===== config.mk =====
export PLATFORM = sky130hd
export DESIGN_NAME = mem_burst_master
export DESIGN_NICKNAME = d
export VERILOG_FILES = /design/src/rtl/mem_pkg.sv /design/src/rtl/mem_burst_master.sv
export SDC_FILE = /design/constraint.sdc
export NUM_CORES = 1
export LEC_CHECK = 0
export CAP_MARGIN = 25
export CELL_PAD_IN_SITES_DETAIL_PLACEMENT = 1
export CELL_PAD_IN_SITES_GLOBAL_PLACEMENT = 1
export CORE_ASPECT_RATIO = 0.75
export CORE_UTILIZATION = 21
export DETAILED_ROUTE_END_ITERATION = 8
export PLACE_DENSITY_LB_ADDON = 0.08
export SETUP_SLACK_MARGIN = 0.2
export SYNTH_ARGS = -nofsm -noshare
export SYNTH_HDL_FRONTEND = slang
export SYNTH_SLANG_ARGS = --single-unit

===== constraint.sdc =====
create_clock -name clk_i -period 1.9 [get_ports clk_i]
set_clock_uncertainty 0.2 [all_clocks]
set_input_delay 0.475 -clock clk_i [delete_from_list [all_inputs] [get_ports clk_i]]
set_output_delay 0.475 -clock clk_i [all_outputs]
set_load 0.005 [all_outputs]

===== src/rtl/mem_pkg.sv =====
// Shared types and sizing helpers for the memory burst master and its bank.
package mem_pkg;

    typedef enum logic [1:0] {
        StIdle,
        StWrite,
        StRead
    } mem_burst_state_e;

    function automatic int unsigned data_bytes(input int unsigned data_size);
        return 32'd1 << data_size;
    endfunction

    function automatic int unsigned data_width(input int unsigned data_size);
        return 8 * data_bytes(data_size);
    endfunction

endpackage


===== src/rtl/mem_burst_master.sv =====
// Burst initiator for a byte-strobed memory bank: one command at a time, write beats
// streamed straight through to the bank, read beats returned through a one-stage register.
module mem_burst_master
    import mem_pkg::*;
#(
    parameter int unsigned AddrWidth = 8,
    parameter int unsigned DataSize  = 2,
    parameter int unsigned LenWidth  = 4,
    localparam int unsigned DataBytes = data_bytes(DataSize),
    localparam int unsigned DataWidth = data_width(DataSize)
) (
    input  logic                 clk_i,
    input  logic                 rst_i,
    input  logic                 cmd_valid_i,
    output logic                 cmd_ready_o,
    input  logic                 cmd_write_i,
    input  logic [AddrWidth-1:0] cmd_addr_i,
    input  logic [LenWidth-1:0]  cmd_len_i,
    input  logic [DataWidth-1:0] wdata_i,
    input  logic [DataBytes-1:0] wstrb_i,
    input  logic                 wdata_valid_i,
    output logic                 wdata_ready_o,
    output logic [DataWidth-1:0] rdata_o,
    output logic                 rdata_last_o,
    output logic                 rdata_valid_o,
    input  logic                 rdata_ready_i,
    output logic                 done_o,
    output logic                 mem_cs_o,
    output logic [AddrWidth-1:0] mem_addr_o,
    output logic [DataWidth-1:0] mem_wdata_o,
    output logic [DataBytes-1:0] mem_wstrb_o,
    input  logic [DataWidth-1:0] mem_rdata_i
);

    localparam logic [AddrWidth-1:0] AddrStep = AddrWidth'(DataBytes);
    localparam logic [AddrWidth-1:0] AlignMask = ~AddrWidth'(DataBytes - 1);

    mem_burst_state_e     state_q, state_d;
    logic [AddrWidth-1:0] addr_q, addr_d;
    logic [LenWidth-1:0]  rem_q, rem_d;
    logic [DataWidth-1:0] rdata_q, rdata_d;
    logic                 rlast_q, rlast_d;
    logic                 rvalid_q, rvalid_d;
    logic                 done_q, done_d;
    logic                 fetch;

    always_comb begin
        state_d       = state_q;
        addr_d        = addr_q;
        rem_d         = rem_q;
        rdata_d       = rdata_q;
        rlast_d       = rlast_q;
        rvalid_d      = rvalid_q;
        // A read burst completes when its last beat leaves the output register.
        done_d        = rvalid_q & rdata_ready_i & rlast_q;
        fetch         = 1'b0;
        cmd_ready_o   = 1'b0;
        wdata_ready_o = 1'b0;
        mem_cs_o      = 1'b0;
        mem_addr_o    = '0;
        mem_wdata_o   = '0;
        mem_wstrb_o   = '0;

        if (rvalid_q && rdata_ready_i) begin
            rvalid_d = 1'b0;
        end

        unique case (state_q)
            StIdle: begin
                cmd_ready_o = ~rvalid_q;
                if (cmd_valid_i && !rvalid_q) begin
                    addr_d  = cmd_addr_i & AlignMask;
                    rem_d   = cmd_len_i;
                    state_d = cmd_write_i ? StWrite : StRead;
                end
            end
            StWrite: begin
                wdata_ready_o = 1'b1;
                mem_cs_o      = wdata_valid_i;
                mem_addr_o    = addr_q;
                mem_wdata_o   = wdata_i;
                mem_wstrb_o   = wstrb_i;
                if (wdata_valid_i) begin
                    addr_d = addr_q + AddrStep;
                    rem_d  = rem_q - LenWidth'(1);
                    if (rem_q == '0) begin
                        state_d = StIdle;
                        done_d  = 1'b1;
                    end
                end
            end
            StRead: begin
                fetch      = ~rvalid_q | rdata_ready_i;
                mem_cs_o   = fetch;
                mem_addr_o = addr_q;
                if (fetch) begin
                    rdata_d  = mem_rdata_i;
                    rvalid_d = 1'b1;
                    rlast_d  = (rem_q == '0);
                    addr_d   = addr_q + AddrStep;
                    rem_d    = rem_q - LenWidth'(1);
                    if (rem_q == '0) begin
                        state_d = StIdle;
                    end
                end
            end
            default: state_d = StIdle;
        endcase

        // Reset must silence the bank and both handshakes combinationally.
        if (rst_i) begin
            cmd_ready_o   = 1'b0;
            wdata_ready_o = 1'b0;
            mem_cs_o      = 1'b0;
            mem_wstrb_o   = '0;
        end
    end

    always_ff @(posedge clk_i) begin
        if (rst_i) begin
            state_q  <= StIdle;
            addr_q   <= '0;
            rem_q    <= '0;
            rdata_q  <= '0;
            rlast_q  <= 1'b0;
            rvalid_q <= 1'b0;
            done_q   <= 1'b0;
        end else begin
            state_q  <= state_d;
            addr_q   <= addr_d;
            rem_q    <= rem_d;
            rdata_q  <= rdata_d;
            rlast_q  <= rlast_d;
            rvalid_q <= rvalid_d;
            done_q   <= done_d;
        end
    end

    assign rdata_o       = rdata_q;
    assign rdata_last_o  = rlast_q;
    assign rdata_valid_o = rvalid_q;
    assign done_o        = done_q;

endmodule


==> results.md, run 1 <==
- Vias per cell: 4.41
- Net Sw Frac: 35.7%
- Post-layout util: between 40% and 50%
- Post-synth top area share: between 40% and 50%
- Fillers: ~1200
- GRT overflow: 0
- Area delta synth->final: 112%
- Pwr dens: 1230 mW/mm^2
- Psw: between 2 and 2.5 mW
- Buf/Inv on CP: 4
- R2r startpoint: state_q[1]
- Crit-path leading delay family: buffers and inverters
- Pre-CTS setup slack: -0.744 ns
- Root cell of the clock tree: clkbuf_16
- Final net count: around 590
- Worst hold slack: 0.250 ns
- Die area: 0.0115 sq mm
- Clock-pin slew on the worst setup and hold paths: 0.07 ns
- GP Congestion: around 0.74
- Critical Path Max Stage Delay: between 0.3 and 0.4 ns
- Syn avg cell area: 7.62 sq um
- Starting density of the core: between 20 and 25%
- EDFF count, synth: 0
- Post-synthesis adder-cell area fraction: under 10%
- Area of the multi-input gates: 0.00157 sq mm
- Critical path depth in cells: 6
- Violated checks: setup timing
- Register bit count reported by yosys: 47
- Die Height: around 93 microns
- Final hold vios: 0
- Synth area leader: dfxtp_1
- Hpwl dp: 7110 microns
- Slowest cell on crit path: dfxtp_4
- Max_cap viols: 0
- Setup crit end kind: primary output
- Critical Path AT: ~1.5 ns
- Setup TNS: -9.14 ns
- Cells after synthesis: 305
- Clock Sinks: 47
- Multiplexer share of the synthesized area: less than 1%
- Per-cell routed wire length: roughly 16 microns
- Synth cell types: around 40
- XOR/XNOR Fraction of Synth Area: 0%
- Synth top area cells: dfxtp_1, nand2_1, and2_1, a21oi_1, ha_1
- Top-count cell post-synth: nand2_1
- Row cnt: 32
- Lkg Pwr: roughly 2.1 nW
- Worst Setup EP: mem_addr_o[3]
- CTS max path bufs: 2
- CTS tree: built
- Routed Antenna Nets: 0
- First-pass detailed-route iteration total: 3
- Port bufs: about 160
- Mapped Area: around 0.0023 sq mm
- Slew Viols, Final: 0
- Worst vdd ir: 498 uV
- Compound-Gate Fraction of Synth Area: 17.3%
- Critical path required time: approximately 1.2 ns
- Crit share post-route: 113%
- FF/Latch Area: roughly 950 sq um
- First-pass GRT wire length: between 15000 and 20000 microns
- Fmax: 465 MHz
- Min Clock Period, post-route: between 2 and 2.5 ns
- Cell Chain, Critical Path: inv_4 > ha_4 > buf_6 > buf_12 > and2_4 > buf_6
- Setup violators final: 55
- Layout cell share with drive strength beyond 1: approximately a third
- CP most frequent cell: buf_6
- Iter 0 DRT Violations: 58
- GR Layer Usage met3: 5.30%
- Crit Reg-Reg Endpoint: rem_q[2]
- Post-Route WL: approximately 10000 microns
- Int Power: between 3 and 4 mW
- R2R Setup Slk: -0.14 ns
- Largest net degree at the start of global routing: 34
- Inserted Clock Buffers: 5
- IO Count: 168
- GRT busiest layer: met2
- RSZ-0062 raised after global routing: yes
- Simple-gate share of the synthesized area: around 32%
- Sequential Power Share: between 20% and 30%
- Die Wd: about 120 microns
- CP Launch Type: flip-flop
- Synth async-reset ratio: 0%
- H-tree depth: 2
- Clock power share: between 10% and 20%
- Worst setup margin: -0.250 ns
- Kind of critical path: flip-flop to primary output
- Pwr Total: between 6 and 7 mW
- Met1 Track Usage GR: 21.2%
- Most used DFF post-synth: dfxtp_1
- Ys Warns: 0
- Register area share after synthesis: around two fifths
- Largest family of logic cells by synthesized area: simple AND/OR/NAND/NOR gates
- Crit path from: state_q[0]
- Grt met2 use: around 30%
- Hold Path Class: flip-flop to flip-flop
- Clk_lat worst skew: 0.29 ns
- R2r worst-path depth: 9
- Hold buffer count at CTS: 0
- Residual DRC: 0
- Core area: ~0.011 sq mm
- All-layer global routing usage: around 17%
- Antenna violations before repair: 2
- Worst-path fanout max: 8
- Number of global-route vias before repair: between 2000 and 3000
- Vias: approximately 2800
- Proportion of power drawn by combinational gates: 60.2%
- Outcome: finished, violations left
- Synth cell count leaders: nand2_1, dfxtp_1, a21oi_1
-- layout make-up --
cell class	count	area share, %
timing repair buffer	208	41.1
multi-input combinational	227	31.9
sequential	47	19.3
tap	136	3.46
clock buffer	6	2.62
inverter	10	0.967
clock inverter	1	0.611
antenna	1	0.0509
-- kinds of logic after synthesis --
| group | after synthesis |
|---|---|
| AO/OA/AOI/OAI | 67 |
| adder cells (fa/ha/maj) | 7 |
| buffers and inverters | 32 |
| flip-flops | 47 |
| multiplexers | 1 |
| other | 1 |
| AND/OR/NAND/NOR | 150 |
-- metrics by stage --
stage,instance area (sq um),cells
after floorplan,2370,306
after global placement,4260,606
after detailed placement,4260,606
after CTS,4780,632
after global routing,4920,636
final,4920,636
-- state kept, by name (all words and copies together), names as in the netlist --
signal         flops
addr_q             6
done_o             1
rdata_last_o       1
rdata_o           32
rdata_valid_o      1
rem_q              4
state_q            2
-- cell usage in the layout, fill, tap and decap left out, types with 5 or more instances in the layout --
| cell type | n |
|---|---|
| nand2_1 | 74 |
| dfxtp_1 | 43 |
| nor2_1 | 5 |
| clkbuf_2 | 5 |
| buf_4 | 23 |
| clkdlybuf4s50_1 | 81 |
| and2_1 | 13 |
| a21oi_1 | 42 |
| buf_12 | 5 |
| dlygate4sd2_1 | 35 |
| buf_2 | 15 |
| inv_1 | 7 |
| clkbuf_16 | 5 |
| and2_4 | 29 |
| buf_6 | 41 |
-- power by group through the flow --
stage          clock network (mW)  logic, mW  registers, mW
6_report                    0.986       3.65           1.43
5_1_grt                      1.07       3.94           1.46
2_1_floorplan                   0       1.28           1.41
3_3_place_gp                    0       2.65           1.42
3_5_place_dp                    0       2.71           1.42
4_1_cts                      1.03       3.43           1.42
-- timing repair --
item | 4_1_cts | 5_1_grt
buffers inserted | 17 | 3
hold endpoints to repair | 0 | 0
gates cloned | 2 | 0
endpoints found under the setup margin | 125 | 62
pin swaps | 32 | 8
gates resized for setup | 291 | 41
-- metal layers --
| layer | share of wire, % | vias to the layer above | wire length [microns] |
|---|---|---|---|
| met1 | 44 | 1296 | 4430 |
| met5 | 0.13 | - | 13 |
| li1 | - | 1397 | - |
| met3 | 8.1 | 9 | 814 |
| met4 | 0.63 | 2 | 63 |
| met2 | 47 | 100 | 4690 |
-- how the worst min path moves through the flow --
stage           startpoint  cells past startpoint          end  slack [ns]
6_report       rdata_o[10]                      2  rdata_o[10]        0.25
5_1_grt        rdata_o[10]                      2  rdata_o[10]        0.28
4_1_cts         rdata_o[1]                      2   rdata_o[1]        0.25
3_5_place_dp    rdata_o[1]                      2   rdata_o[1]        0.25
3_3_place_gp   rdata_o[21]                      2  rdata_o[21]        0.24
2_1_floorplan   rdata_o[0]                      2   rdata_o[0]        0.25
-- worst reg2reg max path, cell delays in order (launching register included) --
cell	delay, ns
dfxtp_2	0.35
inv_4	0.05
ha_4	0.17
buf_4	0.14
buf_4	0.14
nand2b_4	0.07
nand4_1	0.17
buf_6	0.20
or3_1	0.35
a21oi_1	0.12
Power figures use the tool's default switching activity.
==> inputs of run 2 (changes only) <==
- CAP_MARGIN: 25 -> 20
==> results of run 2 <==
Final layout, timing and power as in run 1 (identical DEF).
